## config.mk

```make
export PLATFORM = sky130hd
export DESIGN_NAME = debug_tx_sender
export DESIGN_NICKNAME = d
export VERILOG_FILES = /design/src/rtl/debug_tx_sender.sv
export SDC_FILE = /design/constraint.sdc
export NUM_CORES = 2
export LEC_CHECK = 0
export CAP_MARGIN = 10
export CORE_MARGIN = 2
export CORE_UTILIZATION = 40
export CTS_BUF_LIST = sky130_fd_sc_hd__clkbuf_8
export DETAILED_ROUTE_END_ITERATION = 6
export PLACE_DENSITY = 0.68
export SYNTH_ARGS = -nofsm -noshare
export SYNTH_HDL_FRONTEND = slang
export SYNTH_SLANG_ARGS = --single-unit
```

## constraint.sdc

```tcl
create_clock -name i_clk -period 4.2 [get_ports i_clk]
set_clock_uncertainty 0.2 [all_clocks]
set_input_delay 1.05 -clock i_clk [delete_from_list [all_inputs] [get_ports i_clk]]
set_output_delay 1.05 -clock i_clk [all_outputs]
set_load 0.05 [all_outputs]
```

## src/rtl/debug_tx_sender.sv

```systemverilog
// debug_tx_sender
//   Return path of the debug link. Buffers 32-bit words pushed by the debug
//   unit in a synchronous FIFO, then serialises every word into four bytes
//   for uart_tx using a start/done byte handshake.
//
//   Build option: define DEBUG_TX_MSB_FIRST_EN to send [31:24] first, so an
//   ASCII "endd" word arrives as e,n,d,d. When it is undefined, the block sends
//   [7:0] first. Only the byte-select mux differs between the two builds.
//
// Ports
//   i_clk            system clock, rising edge
//   i_reset          synchronous, active-high reset
//   i_write_en_fifo  push i_data_to_fifo this cycle
//   i_data_to_fifo   word to buffer
//   o_fifo_full      FIFO holds 2**FIFO_ADDR_WIDTH words
//   o_fifo_empty     FIFO holds no words
//   o_overflow       sticky: a push was dropped because the FIFO was full
//   o_busy           a word is in flight or the FIFO is not empty
//   o_tx_start       one-cycle pulse: uart_tx must send o_tx_data
//   o_tx_data        byte to transmit, held until the next start
//   i_tx_done        one-cycle pulse from uart_tx: byte fully shifted out
module debug_tx_sender #(
    parameter int NB_DATA         = 32,
    parameter int FIFO_ADDR_WIDTH = 6
) (
    input  logic               i_clk,
    input  logic               i_reset,
    input  logic               i_write_en_fifo,
    input  logic [NB_DATA-1:0] i_data_to_fifo,
    output logic               o_fifo_full,
    output logic               o_fifo_empty,
    output logic               o_overflow,
    output logic               o_busy,
    output logic               o_tx_start,
    output logic [7:0]         o_tx_data,
    input  logic               i_tx_done
);

    localparam int DEPTH = 2 ** FIFO_ADDR_WIDTH;
    localparam logic [FIFO_ADDR_WIDTH:0]   CNT_ONE  = {{FIFO_ADDR_WIDTH{1'b0}}, 1'b1};
    localparam logic [FIFO_ADDR_WIDTH:0]   CNT_FULL = {1'b1, {FIFO_ADDR_WIDTH{1'b0}}};
    localparam logic [FIFO_ADDR_WIDTH-1:0] PTR_ONE  = {{(FIFO_ADDR_WIDTH-1){1'b0}}, 1'b1};

    typedef enum logic [1:0] {
        IDLE = 2'd0,
        SEND = 2'd1,
        WAIT = 2'd2
    } state_t;

    // FIFO storage and bookkeeping
    logic [NB_DATA-1:0]         mem_q [DEPTH];
    logic [FIFO_ADDR_WIDTH-1:0] wr_ptr_q, wr_ptr_d;
    logic [FIFO_ADDR_WIDTH-1:0] rd_ptr_q, rd_ptr_d;
    logic [FIFO_ADDR_WIDTH:0]   count_q, count_d;
    logic                       full_q, empty_q, overflow_q;
    logic                       push, pop;

    // Serialiser
    state_t                     state_q;
    logic [NB_DATA-1:0]         word_q;
    logic [1:0]                 byte_idx_q;
    logic                       tx_start_q;
    logic [7:0]                 tx_data_q;
    logic [7:0]                 byte_sel;

    // Pops happen only when the serialiser is idle; that same condition also
    // loads word_q in the FSM below.
    always_comb begin
        push = i_write_en_fifo & ~full_q;
        pop  = (state_q == IDLE) & ~empty_q;
    end

    always_comb begin
        wr_ptr_d = wr_ptr_q;
        rd_ptr_d = rd_ptr_q;
        count_d  = count_q;
        if (push) begin
            wr_ptr_d = wr_ptr_q + PTR_ONE;
        end
        if (pop) begin
            rd_ptr_d = rd_ptr_q + PTR_ONE;
        end
        case ({push, pop})
            2'b10:   count_d = count_q + CNT_ONE;
            2'b01:   count_d = count_q - CNT_ONE;
            default: count_d = count_q;
        endcase
    end

    always_ff @(posedge i_clk) begin
        if (push) begin
            mem_q[wr_ptr_q] <= i_data_to_fifo;
        end
    end

    // The full and empty flags are registered. They are decoded from the next
    // count, so they always match count_q.
    always_ff @(posedge i_clk) begin
        if (i_reset) begin
            wr_ptr_q   <= '0;
            rd_ptr_q   <= '0;
            count_q    <= '0;
            full_q     <= 1'b0;
            empty_q    <= 1'b1;
            overflow_q <= 1'b0;
        end else begin
            wr_ptr_q <= wr_ptr_d;
            rd_ptr_q <= rd_ptr_d;
            count_q  <= count_d;
            full_q   <= (count_d == CNT_FULL);
            empty_q  <= (count_d == '0);
            if (i_write_en_fifo && full_q) begin
                overflow_q <= 1'b1;
            end
        end
    end

    always_comb begin
        byte_sel = '0;
`ifdef DEBUG_TX_MSB_FIRST_EN
        case (byte_idx_q)
            2'd0:    byte_sel = word_q[31:24];
            2'd1:    byte_sel = word_q[23:16];
            2'd2:    byte_sel = word_q[15:8];
            default: byte_sel = word_q[7:0];
        endcase
`else
        case (byte_idx_q)
            2'd0:    byte_sel = word_q[7:0];
            2'd1:    byte_sel = word_q[15:8];
            2'd2:    byte_sel = word_q[23:16];
            default: byte_sel = word_q[31:24];
        endcase
`endif
    end

    always_ff @(posedge i_clk) begin
        if (i_reset) begin
            state_q    <= IDLE;
            word_q     <= '0;
            byte_idx_q <= '0;
            tx_start_q <= 1'b0;
            tx_data_q  <= '0;
        end else begin
            tx_start_q <= 1'b0;
            case (state_q)
                IDLE: begin
                    if (!empty_q) begin
                        word_q     <= mem_q[rd_ptr_q];
                        byte_idx_q <= '0;
                        state_q    <= SEND;
                    end
                end
                SEND: begin
                    tx_start_q <= 1'b1;
                    tx_data_q  <= byte_sel;
                    state_q    <= WAIT;
                end
                WAIT: begin
                    if (i_tx_done) begin
                        if (byte_idx_q == 2'd3) begin
                            state_q <= IDLE;
                        end else begin
                            byte_idx_q <= byte_idx_q + 2'd1;
                            state_q    <= SEND;
                        end
                    end
                end
                default: state_q <= IDLE;
            endcase
        end
    end

    assign o_fifo_full  = full_q;
    assign o_fifo_empty = empty_q;
    assign o_overflow   = overflow_q;
    assign o_busy       = (state_q != IDLE) | ~empty_q;
    assign o_tx_start   = tx_start_q;
    assign o_tx_data    = tx_data_q;

endmodule

```

==> results.yml <==
logic_synthesis:
  yosys.area_share.adder_pct: 0.1242
  syn-instance-count: 3632
  syn_avg_cell_area_sq_um: 22.19
  synthMuxAreaShare_pct: 15.66
  synth_xor_area_share_pct: 0.1630
  synth_area_sq_um: 80590
  async_reset_ff_share_pct: 0
  yosysSeqAreaShare_pct: 77.97
  synth_nets: 3676
  synth.distinct_cells: 53
  ys.flop_type: "edfxtp_1"
  synth_simple_gate_area_share_pct: 1.754
  synth-edff-count: 2048
  yosysWarningCount: 0
  yosys_register_bits: 2115
  synth_top_family_by_area: "multiplexers"
  synth_compound_area_share_pct: 3.020
clock_tree:
  htree_levels: 5
  cts_setup_buffers: 0
  cts_hold_buf: 0
  clock-root-buffer: "clkbuf_8"
  cts_tree: "done"
  clk_path_buf_depth: 4
  clk_pin_slew_ns: 0.06
  clock_sinks: 2115
  clock_latency_ns: 1.01
  numCtsBuffers: 351
  ctsResizeCount: 0
worst_setup_path:
  rr_worst_depth: 9
  reg2reg_from: "rd_ptr_q[0]"
  path_max_fanout: 8
  crit_arrival_ns: 2.61
  r2r_slack_ns: 0.61
  crit_path_start: "state_q[1]"
  path_cells: "nor2_1, nand2_1, clkdlybuf4s50_1"
  required_ns: 2.95
  timing.rr.end: "word_q[27]"
  critPathCaptureType: "primary output"
  startpoint_type: "register"
  slowest_stage: "clkdlybuf4s50_1"
  worst-setup-path-type: "register to primary output"
  slowest_delay_ns: 0.85
global_route:
  grt_start_max_net_pins: 71
  first_global_vias: 40150
  grt_pass1_wl_microns: 285400
  gr-total-overflow: 0
  track_usage_pct: 19.26
  antenna_found_initial: 11
timing:
  hold_viol: 0
  rsz0062_at_grt: "false"
  report.final.slew_viol_count: 0
  worst_pin_slew_ns: 1.206
  relSlewSlack_pct: 19.63
  layout_setup_ws_ns: 0.3411
  fmax_ghz: 0.2591
  post-route-min-period_ns: 3.859
  min_period_over_period_pct: 91.88
  setup_viol: 0
  tns_ns: 0
run:
  cap_viol_max_count: 0
pwr:
  ir_worst_vdd_mv: 0.3879
  p_per_area_nw_per_um2: 510.9
  static-leakage-power_nw: 28.43
  total_power_mw: 47.34
placed_design:
  gp_congestion: 0.8472
  dp_worst_setup_slack_ns: 0.2186
  port_buffers: 48
  dp_hpwl_microns: 117400
routing:
  drc_errors: 0
  routedWlPerCell_microns: 28.47
  viasPerCell: 5.728
  ant_nets: 0
  drt-pass1-iter-count: 6
  vias: 39950
  drtIter0Drc: 5142
  wl_microns: 198500
floorplanning:
  die_y_microns: 452.9
  die_area_sq_um: 205100
  die_w_microns: 452.9
  start_util_pct: 40.28
  rows: 164
  io_pins: 49
  coreArea_sq_um: 200100
final_layout:
  drive_above_1_share_pct: 30.83
  mostFrequentLayoutCells: "edfxtp_1, mux4_2, clkbuf_8"
  nNetsFinal: 4113
  final_common_cell: "edfxtp_1"
  area_growth_pct: 14.96
worst_hold_path:
  hold_start: "i_data_to_fifo[6]"
  min_delay_path_depth: 1
  holdPathEnd: "mem_q[18][6]"
  hp-class: "primary input to register"
outcome:
  status: "complete, no violations"
cells by family (layout without fill, tap and decap cells):
family                   count (synthesis)  after routing
flip-flops                            2115           2115
multiplexers                           590            590
AO/OA/AOI/OAI                          366            366
AND/OR/NAND/NOR                        309            309
buffers and inverters                  229            904
XOR/XNOR                                15             15
adder cells (fa/ha/maj)                  8              8
other                                    0             11
cell usage after synthesis (4+ instances only):
master	count	area, sq um
mux2i_1	45	450.4
nor2_1	181	679.4
buf_2	72	360.4
o21ai_0	7	35.03
buf_1	25	93.84
nand2_1	27	101.4
mux4_2	536	12070
xnor2_1	6	52.55
nand2b_1	5	31.28
nor2b_1	20	125.1
a31oi_1	4	25.02
buf_4	21	157.7
mux2_2	9	101.4
edfxtp_1	2048	61500
ha_1	8	100.1
xor2_1	9	78.83
dfxtp_1	67	1341
a21oi_1	137	685.7
nand3_1	10	50.05
or3_1	4	25.02
nor3_1	16	80.08
a211oi_1	15	112.6
clkbuf_1	98	367.9
a22oi_1	170	1276
inv_1	8	30.03
a311oi_1	8	70.07
nor4_1	23	143.9
a222oi_1	8	80.08
routing by layer:
metal / global-route usage (%) / up-vias / routed length, microns
li1: - / 16320 / -
met1: 26.66 / 21270 / 78420
met2: 30.70 / 1991 / 96450
met3: 3.537 / 362 / 17540
met4: 6.875 / 2 / 6094
met5: 0 / - / 15
power breakdown:
part,internal (mW),switching (mW)
sequential,23.4,0.264
clock,8.57,7.84
combinational,3.28,3.96
critical path, delay by kind of cell, from the launching register on:
| family | cells | cell delay [ns] |
|---|---|---|
| flops | 1 | 0.45 |
| simple gates | 2 | 0.30 |
| buf+inv | 1 | 0.85 |
sequential cells by signal, summed over array words and instances, names as in the netlist:
name          count
byte_idx_q        2
count_q           7
mem_q          2048
o_fifo_empty      1
o_fifo_full       1
o_overflow        1
o_tx_data         8
o_tx_start        1
rd_ptr_q          6
state_q           2
word_q           32
wr_ptr_q          6
through the flow:
stage / hold WS [ns] / cell area, sq um / instances / utilization (%)
floorplan: 0.2533 / 80590 / 3632 / -
global placement: 0.2599 / 86400 / 6370 / 43.19
detailed placement: 0.2635 / 86400 / 6370 / 43.19
CTS: 0.02319 / 92600 / 6961 / 46.28
global route: 0.06006 / 92630 / 6966 / 46.30
finish: 0.1030 / 92650 / 6974 / 46.31
final cells by class:
type	instances	area (sq um)
inverter	10	38.79
timing repair buffer	303	2990
tap	2656	3323
clock buffer	371	5106
multi-input combinational	1288	17220
sequential	2115	62850
fill	16180	107400
clock inverter	220	1090
antenna	11	27.53
worst max-delay path by stage:
stage                   end  slack (ns)
4_1_cts              o_busy        0.26
3_3_place_gp    o_fifo_full        0.29
6_report             o_busy        0.34
3_5_place_dp   o_fifo_empty        0.22
2_1_floorplan  mem_q[55][0]        0.03
5_1_grt              o_busy        0.26
(Power assumes the default switching activity.)
